===== src/rtl/aes_text_out_reader.sv =====
// Unloads the AES core's 128-bit text_out on its done strobe and streams it out
// as DATA_W-bit valid/ready beats, MS word first, counting dropped results.
module aes_text_out_reader #(
  parameter int unsigned DATA_W = 32,
  parameter int unsigned OVR_W  = 8
) (
  input  logic              clk,
  input  logic              rst,
  input  logic              done,
  input  logic [127:0]      text_out,
  output logic              m_valid,
  input  logic              m_ready,
  output logic [DATA_W-1:0] m_data,
  output logic              m_last,
  output logic              busy,
  output logic [OVR_W-1:0]  ovr_cnt,
  input  logic              ovr_clr
);

  localparam int unsigned NBEATS = 128 / DATA_W;
  localparam int unsigned BeatW  = (NBEATS > 1) ? $clog2(NBEATS) : 1;

  typedef enum logic [0:0] {StIdle, StSend} state_e;

  state_e             state_q, state_d;
  logic [127:0]       shift_q, shift_d;
  logic [BeatW-1:0]   beat_q, beat_d;
  logic               last_q, last_d;
  logic [OVR_W-1:0]   ovr_q, ovr_d;
  logic               hs, drop;

  always_comb begin
    state_d = state_q;
    shift_d = shift_q;
    beat_d  = beat_q;
    last_d  = last_q;
    drop    = 1'b0;
    hs      = (state_q == StSend) && m_ready;

    unique case (state_q)
      StIdle: begin
        if (done) begin
          state_d = StSend;
          shift_d = text_out;
          beat_d  = '0;
          last_d  = (NBEATS == 1);
        end
      end
      StSend: begin
        if (hs && last_q) begin
          if (done) begin
            // Back-to-back: reload without a bubble, not an overrun.
            shift_d = text_out;
            beat_d  = '0;
            last_d  = (NBEATS == 1);
          end else begin
            state_d = StIdle;
            shift_d = shift_q << DATA_W;
            beat_d  = '0;
            last_d  = 1'b0;
          end
        end else begin
          if (hs) begin
            shift_d = shift_q << DATA_W;
            beat_d  = beat_q + 1'b1;
            last_d  = (int'(beat_q) + 2 == int'(NBEATS));
          end
          drop = done;
        end
      end
    endcase

    // Clear applies before a same-cycle increment.
    ovr_d = ovr_clr ? '0 : ovr_q;
    if (drop && (ovr_d != {OVR_W{1'b1}})) begin
      ovr_d = ovr_d + 1'b1;
    end
  end

  always_ff @(posedge clk) begin
    if (!rst) begin
      state_q <= StIdle;
      shift_q <= '0;
      beat_q  <= '0;
      last_q  <= 1'b0;
      ovr_q   <= '0;
    end else begin
      state_q <= state_d;
      shift_q <= shift_d;
      beat_q  <= beat_d;
      last_q  <= last_d;
      ovr_q   <= ovr_d;
    end
  end

  assign m_valid = (state_q == StSend);
  assign busy    = (state_q == StSend);
  assign m_data  = shift_q[127 -: DATA_W];
  assign m_last  = last_q;
  assign ovr_cnt = ovr_q;

endmodule

===== config.mk =====
export PLATFORM = sky130hd
export DESIGN_NAME = aes_text_out_reader
export DESIGN_NICKNAME = d
export VERILOG_FILES = /design/src/rtl/aes_text_out_reader.sv
export SDC_FILE = /design/constraint.sdc
export NUM_CORES = 1
export LEC_CHECK = 0
export ABC_AREA = 1
export ABC_CLOCK_PERIOD_IN_PS = 1800
export CELL_PAD_IN_SITES_DETAIL_PLACEMENT = 0
export CELL_PAD_IN_SITES_GLOBAL_PLACEMENT = 1
export CORE_MARGIN = 3
export CORE_UTILIZATION = 34
export DETAILED_ROUTE_END_ITERATION = 12
export PLACE_DENSITY_LB_ADDON = 0.1
export SYNTH_ARGS = -nofsm -noshare
export SYNTH_HDL_FRONTEND = slang
export SYNTH_SLANG_ARGS = --single-unit

===== constraint.sdc =====
create_clock -name clk -period 1.8 [get_ports clk]
set_input_delay 0.18 -clock clk [delete_from_list [all_inputs] [get_ports clk]]
set_output_delay 0.18 -clock clk [all_outputs]
set_load 0.05 [all_outputs]

---- After elaboration in Yosys (flattened, before gate mapping) ----
Index checks and enable logic that the tools add are counted.
word-level totals
  output and inout port bits .............. 43
  input port bits ......................... 133
  bits in registers ....................... 140
  logic and storage cells ................. 37
operators by class
  reduce and logical (&&, ||, !) cells .... 4
  muxes and demuxes ....................... 20
  equality and inequality tests ........... 4
  $add $sub $neg .......................... 3
  bitwise logic cells ..................... 1
operator list
  operator                                                                 count
  128-bit two-way mux                                                      4
  128-bit case mux with 2 select lines                                     1
  8-bit two-way mux                                                        2
  8-bit by 1-bit adder with 8-bit output, second input constant            1
  8-bit inequality test, second input constant                             1
  1-bit two-way mux                                                        7
  2-bit two-way mux                                                        3
  1-bit case mux with 2 select lines                                       2
  2-bit case mux with 2 select lines                                       1
  2-bit by 2-bit adder with 3-bit output, second input constant            1
  3-bit == test, second input constant                                     1
  1-bit logical AND                                                        3
  3-bit by 1-bit inequality test with 1-bit output, second input constant  1
  2-bit by 1-bit adder with 2-bit output, second input constant            1
  2-bit inequality test, second input constant                             1
  2-bit AND reduction                                                      1
  1-bit inverter                                                           1

---- Logic depth before layout (Yosys ltp) ----
Gate-level depths: netlist of run 1.
  depth after elaboration ................. 6
  gate-level depth with buffers ........... 8

---- Least setup slack after synthesis of run 1 ----
Ideal clock, no wire load.
  path type ............................... register to register
  start point ............................. register state_q (netlist: busy)
  end point ............................... register ovr_q[5] (netlist: ovr_cnt[5])
  period minus slack after synthesis ...... 1.691 ns
  cell stages (with the launch flop) ...... 9
  data required time ...................... 1.685 ns
  library setup time ...................... 0.115 ns
  setup slack ............................. 0.109 ns
  buffers on the path ..................... 1
  arrival ................................. 1.576 ns
  cells stage by stage .................... dfxtp_1 buf_6 nand2_1 nor2_2 nand2_1 nor2_1 nand3_1 nand2_1 nor2_1
on the way
  longest elaborated chain between the ends .. 6
ends and longest elaborated chain
  what                    RTL line  source
  start, declared         25        state_e state_q, state_d;
  start signal, assigned  82        state_q <= StIdle;
  start signal, assigned  88        state_q <= state_d;
  1-bit logical AND       38        hs = (state_q == StSend) && m_ready;
  1-bit logical AND       50        if (hs && last_q) begin
  1-bit two-way mux       50
  1-bit two-way mux *     40        unique case (state_q)
  1-bit logical AND *     75        if (drop && (ovr_d != {OVR_W{1'b1}})) begin
  8-bit two-way mux *     75
  end signal, assigned    92        ovr_q <= ovr_d;
  end, declared           29        logic [OVR_W-1:0] ovr_q, ovr_d;
Mark *: on every way between the ends. The rest lies on a longest branch, timed or not.
A chain may end at the register's enable or synchronous reset.

---- Worst setup path in the final report of run 1 ----
  start point ............................. register shift_q[111]
  end point ............................... output port m_data[15]
RTL lines
  what                    RTL line  source
  start, declared         26        logic [127:0] shift_q, shift_d;
  start signal, assigned  89        shift_q <= shift_d;
  end, declared           13        output logic [DATA_W-1:0] m_data,
No word-level cell between the ends.

==> results of run 1 <==
-- how the worst max path moves through the flow --
| stage | endpoint | cells past startpoint | from |
|---|---|---|---|
| 2_1_floorplan | ovr_cnt[5] | 8 | busy |
| 3_3_place_gp | shift_q[74] | 8 | done |
| 3_5_place_dp | shift_q[78] | 8 | m_ready |
| 4_1_cts | m_data[31] | 1 | shift_q[127] |
| 5_1_grt | m_data[17] | 1 | shift_q[113] |
| 6_report | m_data[15] | 1 | shift_q[111] |
-- cell type report --
class | instances | area (um2)
Sequential cell | 140 | 2800
Fill cell | 1856 | 9390
Clock inverter | 12 | 150
Tap cell | 229 | 287
Clock buffer | 18 | 429
Inverter | 109 | 409
Multi-Input combinational cell | 553 | 2610
Timing Repair Buffer | 202 | 2130
-- layout by cell type (no fill, tap or decap) --
cell / count
nand2_2: 2
clkdlybuf4s50_1: 158
clkinv_4: 2
o21ai_0: 223
clkbuf_1: 1
inv_1: 107
nand3b_1: 2
nor2_1: 12
inv_2: 1
nor2_2: 1
dfxtp_1: 140
clkbuf_16: 17
a31oi_1: 1
ha_1: 1
clkinv_2: 4
clkinv_1: 1
buf_4: 18
o21ai_1: 3
bufinv_16: 3
o21ai_4: 2
nand4_1: 2
a21oi_1: 138
or2_2: 2
nand3_1: 11
clkinvlp_4: 3
a221oi_1: 1
dlymetal6s2s_1: 7
buf_12: 14
dlygate4sd2_1: 5
nand2_1: 152
-- registers in the layout, summed over array words and instances (netlist names) --
signal   count
busy         1
shift_q    128
ovr_cnt      8
m_last       1
beat_q       2
-- report_power, final --
part	internal [W]	switching, W
Combinational	0.000740	0.000954
Clock	0.00215	0.00133
Sequential	0.00340	0.000158
-- per-stage QoR --
step / hold slack [ns] / utilization (%) / setup WS (ns) / total power (W) / cell area [um2]
2_1_floorplan: 0.326 / - / 0.109 / 0.00469 / 6400
3_3_place_gp: 0.491 / 45.2 / 0.0696 / 0.00532 / 8230
3_5_place_dp: 0.495 / 45.2 / 0.0501 / 0.00533 / 8230
4_1_cts: 0.174 / 48.3 / 0.000481 / 0.00883 / 8800
5_1_grt: 0.218 / 48.4 / 0.00615 / 0.00919 / 8820
6_report: 0.192 / 48.4 / 0.0492 / 0.00874 / 8820
-- cells by family (layout without fill, tap and decap cells) --
group / count (synthesis) / after routing / synth area share, %
buffers and inverters: 210 / 341 / 15.4
adder cells (fa/ha/maj): 1 / 1 / 0.196
AND/OR/NAND/NOR: 184 / 184 / 11.4
flip-flops: 140 / 140 / 43.8
AO/OA/AOI/OAI: 368 / 368 / 29.2
-- layer usage --
layer | wire (um) | vias up | global-route usage, %
li1 | - | 3172 | -
met4 | 158 | 0 | 4.75
met1 | 9580 | 2487 | 27.2
met5 | 0 | - | 0
met3 | 969 | 12 | 4.32
met2 | 6430 | 149 | 20.7
-- timing repair --
action                                  CTS  global route
endpoints found under the hold margin     0             0
resized for setup                         5             7
endpoints found under the setup margin    5             7
==> results_dict.tcl, run 1 <==
set metrics [dict create \
    cts_made_buffers 17 \
    synthTopCellsByArea "dfxtp_1, o21ai_0, a21oi_1, nand2_1, inv_1" \
    fmax_mhz 571 \
    skew_ns 0.0111 \
    synthCells 903 \
    placed_cells 1233 \
    grt_usage_pct 16.7 \
    coreArea_um2 18200 \
    htreeDepth 4 \
    drc 0 \
    hold_path.class "in -> reg" \
    dieHeight_um 143 \
    rsz0062_at_grt "false" \
    leakagePower_nw 3.98 \
    critPathBufInv 1 \
    cts_hold_buf 0 \
    cts_max_path_buffers 2 \
    ir_worst_vdd_mv 0.715 \
    seq_area_frac_synth_pct 43.8 \
    clk_latency_ns 0.42 \
    slew_viol_final 0 \
    path_clk_slew_ns 0.06 \
    start_kind "flop" \
    drt_iter0_drc 387 \
    die_x_um 143 \
    gp_congestion 0.748 \
    r2r_setup_slack_ns 0.25 \
    vias 5820 \
    start_util_pct 35.1 \
    wl_per_cell_um 13.6 \
    ys_async_sr_fraction_pct 0 \
    synth_area_um2 6400 \
    maxCapViolCount 0 \
    grt-ovfl-total 0 \
    whs_path_depth 3 \
    cp_slowest_cell "clkdlybuf4s50_1" \
    final_antenna_net_count 0 \
    synth_warnings 0 \
    finalCritPeriodShare_pct 97.3 \
    setup_tns_ns 0 \
    port_buffers 175 \
    area_delta_synth_final_pct 37.8 \
    antenna_found_initial 0 \
    synth_edf_count 0 \
    cts_root_buf "clkbuf_16" \
    grt_pass1_vias 5244 \
    yosys.cell_count.top_type "o21ai_0" \
    rr_startpoint "busy" \
    num_io_pins 176 \
    worst-setup-path-type "reg -> out" \
    critical-path-top-delay-family "buffers and inverters" \
    setup_viol 0 \
    yosysTopAreaCellShare_pct 43.8 \
    grt_max_degree 90 \
    instances_no_fill 1263 \
    synth_ff_type "dfxtp_1" \
    ys_top_cells_by_count "o21ai_0, nand2_1, dfxtp_1, a21oi_1, inv_1" \
    drive_gt1_share_pct 6.67 \
    antenna_cells 0 \
    cts_tree "yes" \
    synth_nets 1037 \
    drt_wl_total_mm 17.1 \
    max_stage_delay_ns 0.81 \
    worstHoldEndpoint "ovr_cnt[0]" \
    max_slew_margin_pct 64.6 \
    netlist-cell-type-count 24 \
    syn_avg_cell_area_um2 7.09 \
    fin_nets 1157 \
    powerDensity_nw_per_um2 991 \
    post_drt_via_cell_ratio 4.61 \
    required_ns 1.62 \
    worstRegToRegCells 6 \
    cts_num_sinks 140 \
    dp_hpwl_mm 12.0 \
    regToRegEndpoint "shift_q[89]" \
    hold_start "rst" \
    synth-seq-cells 140 \
    cp_max_fo 2 \
    hold_viol 0 \
    postCtsSetupRepairBufs 0 \
    crit_chain "clkdlybuf4s50_1" \
    fin_crit_ns 1.75 \
    die-area_um2 20500 \
    crit_path_end_kind "output pin" \
    max_slew.worst_pin.slew_ns 0.529 \
    crit_arrival_ns 1.57 \
    firstDrtPassIters 5 \
    synth.largest_area_cell "dfxtp_1" \
    grt_pass1_wl_mm 27.2 \
    num_rows 49 \
    outcome "finished, final reports clean" \
]
Power figures use the tool's default switching activity.
==> inputs of run 2 (changes only) <==
--- a/config.mk
+++ b/config.mk
@@ -7,7 +7,7 @@
 export LEC_CHECK = 0
 export ABC_AREA = 1
 export ABC_CLOCK_PERIOD_IN_PS = 1800
-export CELL_PAD_IN_SITES_DETAIL_PLACEMENT = 0
+export CELL_PAD_IN_SITES_DETAIL_PLACEMENT = 1
 export CELL_PAD_IN_SITES_GLOBAL_PLACEMENT = 1
 export CORE_MARGIN = 3
 export CORE_UTILIZATION = 34
==> results_dict.tcl, run 2 (synthesized netlist as in run 1, its figures left out) <==
set metrics [dict create \
    outcome "finished, final reports clean" \
    hold_viol 0 \
    postCtsSetupRepairBufs 0 \
    grt-ovfl-total 0 \
    required_ns 1.62 \
    cts-resized-gates 7 \
    critical-path-top-delay-family "buffers and inverters" \
    hold_path.class "in -> reg" \
    multi_input_area_um2 2610 \
    max_slew_margin_pct 63.5 \
    drc 0 \
    hold_start "rst" \
    cts_root_buf "clkbuf_16" \
    drt_wl_total_mm 18.6 \
    worst-setup-path-type "reg -> out" \
    area_delta_synth_final_pct 37.8 \
    fin_nets 1157 \
    dieHeight_um 143 \
    crit_path_end_kind "output pin" \
    crit_chain "clkdlybuf4s50_1" \
    largest_reg_flops 128 \
    antenna_cells 0 \
    grtUsageMet3_pct 3.32 \
    drt_iter0_drc 277 \
    ir_worst_vdd_mv 0.733 \
    final_antenna_net_count 0 \
    final_area_um2 8820 \
    whs_path_depth 3 \
    htreeDepth 4 \
    grt_pass1_vias 5691 \
    maxCapViolCount 0 \
    cts_num_sinks 140 \
    cp_slowest_cell "clkdlybuf4s50_1" \
    regMostFlops "shift_q" \
    rsz0062_at_grt "false" \
    die-area_um2 20500 \
    start_kind "flop" \
    grtUsageMet2_pct 24.2 \
    drive_gt1_share_pct 6.85 \
    cts_tree "yes" \
    cts_max_path_buffers 2 \
    critPathBufInv 1 \
    die_x_um 143 \
    worstHoldEndpoint "ovr_cnt[0]" \
    setup_tns_ns 0 \
    gp_congestion 0.748 \
    fin_crit_ns 1.75 \
    cp_max_fo 2 \
    r2r_setup_slack_ns 0.16 \
    cts_hold_buf 0 \
    num_rows 49 \
    start_util_pct 35.1 \
    startpoint "shift_q[103]" \
    powerDensity_nw_per_um2 993 \
    wl_per_cell_um 14.7 \
    regToRegEndpoint "shift_q[74]" \
    vias 5976 \
    max_slew.worst_pin.slew_ns 0.546 \
    post_drt_via_cell_ratio 4.72 \
    grt_max_degree 90 \
    grt_use_met1_pct 28.4 \
    grt_pass1_wl_mm 29.4 \
    rr_startpoint "busy" \
    path_clk_slew_ns 0.06 \
    ff_latch_area_um2 2800 \
    final_cell_mix "o21ai_0, clkdlybuf4s50_1, nand2_1" \
    grt-busiest-layer "met1" \
    max_stage_delay_ns 0.81 \
    cts_made_buffers 17 \
    leakagePower_nw 3.95 \
    finalCritPeriodShare_pct 97.4 \
    slew_viol_final 0 \
    fmax_mhz 570 \
    crit_arrival_ns 1.57 \
    firstDrtPassIters 4 \
    worstRegToRegCells 5 \
    layout_commonest_cell "o21ai_0" \
    placed_cell_area_um2 8230 \
    path_depth 1 \
    antenna_found_initial 0 \
    grt_usage_pct 17.9 \
    clk_latency_ns 0.42 \
    setup_viol 0 \
    num_io_pins 176 \
    skew_ns 0.00795 \
    fillCellCount 2260 \
    port_buffers 175 \
    dp_hpwl_mm 13.0 \
    coreArea_um2 18200 \
]
[run 2: power by group]
group / switching [W] / internal, W / leakage, nW
Clock: 0.00139 / 0.00208 / 0.272
Combinational: 0.000978 / 0.000740 / 2.52
Sequential: 0.000164 / 0.00340 / 1.16
[run 2: layout make-up]
| class | instances | area share (%) |
|---|---|---|
| Clock buffer | 19 | 5.02 |
| Timing Repair Buffer | 202 | 24.1 |
| Multi-Input combinational cell | 553 | 29.6 |
| Tap cell | 229 | 3.25 |
| Sequential cell | 140 | 31.8 |
| Inverter | 109 | 4.64 |
| Clock inverter | 13 | 1.62 |
[run 2: per-layer routing]
layer	up-vias	part of all wire (%)
met4	0	1.0
met3	13	4.4
met1	2669	54
met5	-	0
li1	3162	-
met2	132	40
[run 2: worst max-delay path by stage]
stage | to | slack [ns]
2_1_floorplan | ovr_cnt[5] | 0.11
3_3_place_gp | shift_q[74] | 0.07
3_5_place_dp | shift_q[78] | 0.06
4_1_cts | m_data[28] | 0.006
5_1_grt | m_data[7] | 0.0006
6_report | m_data[7] | 0.05
[run 2: through the flow]
step	utilization, %	std cells	hold WS [ns]	total power, W	setup slack, ns
floorplan	-	903	0.326	0.00469	0.109
global placement	45.2	1233	0.491	0.00532	0.0696
detailed placement	45.2	1233	0.501	0.00535	0.0641
global route	48.4	1265	0.216	0.00921	0.000644
CTS	48.3	1265	0.177	0.00887	0.00616
finish	48.4	1265	0.196	0.00876	0.0467
==> inputs of run 3 (changes only) <==
--- a/config.mk
+++ b/config.mk
@@ -12,6 +12,7 @@
 export CORE_MARGIN = 3
 export CORE_UTILIZATION = 34
 export DETAILED_ROUTE_END_ITERATION = 12
+export GPL_ROUTABILITY_DRIVEN = 0
 export PLACE_DENSITY_LB_ADDON = 0.1
 export SYNTH_ARGS = -nofsm -noshare
 export SYNTH_HDL_FRONTEND = slang
==> results of run 3 <==
Final layout, timing and power as in run 2 (identical DEF).
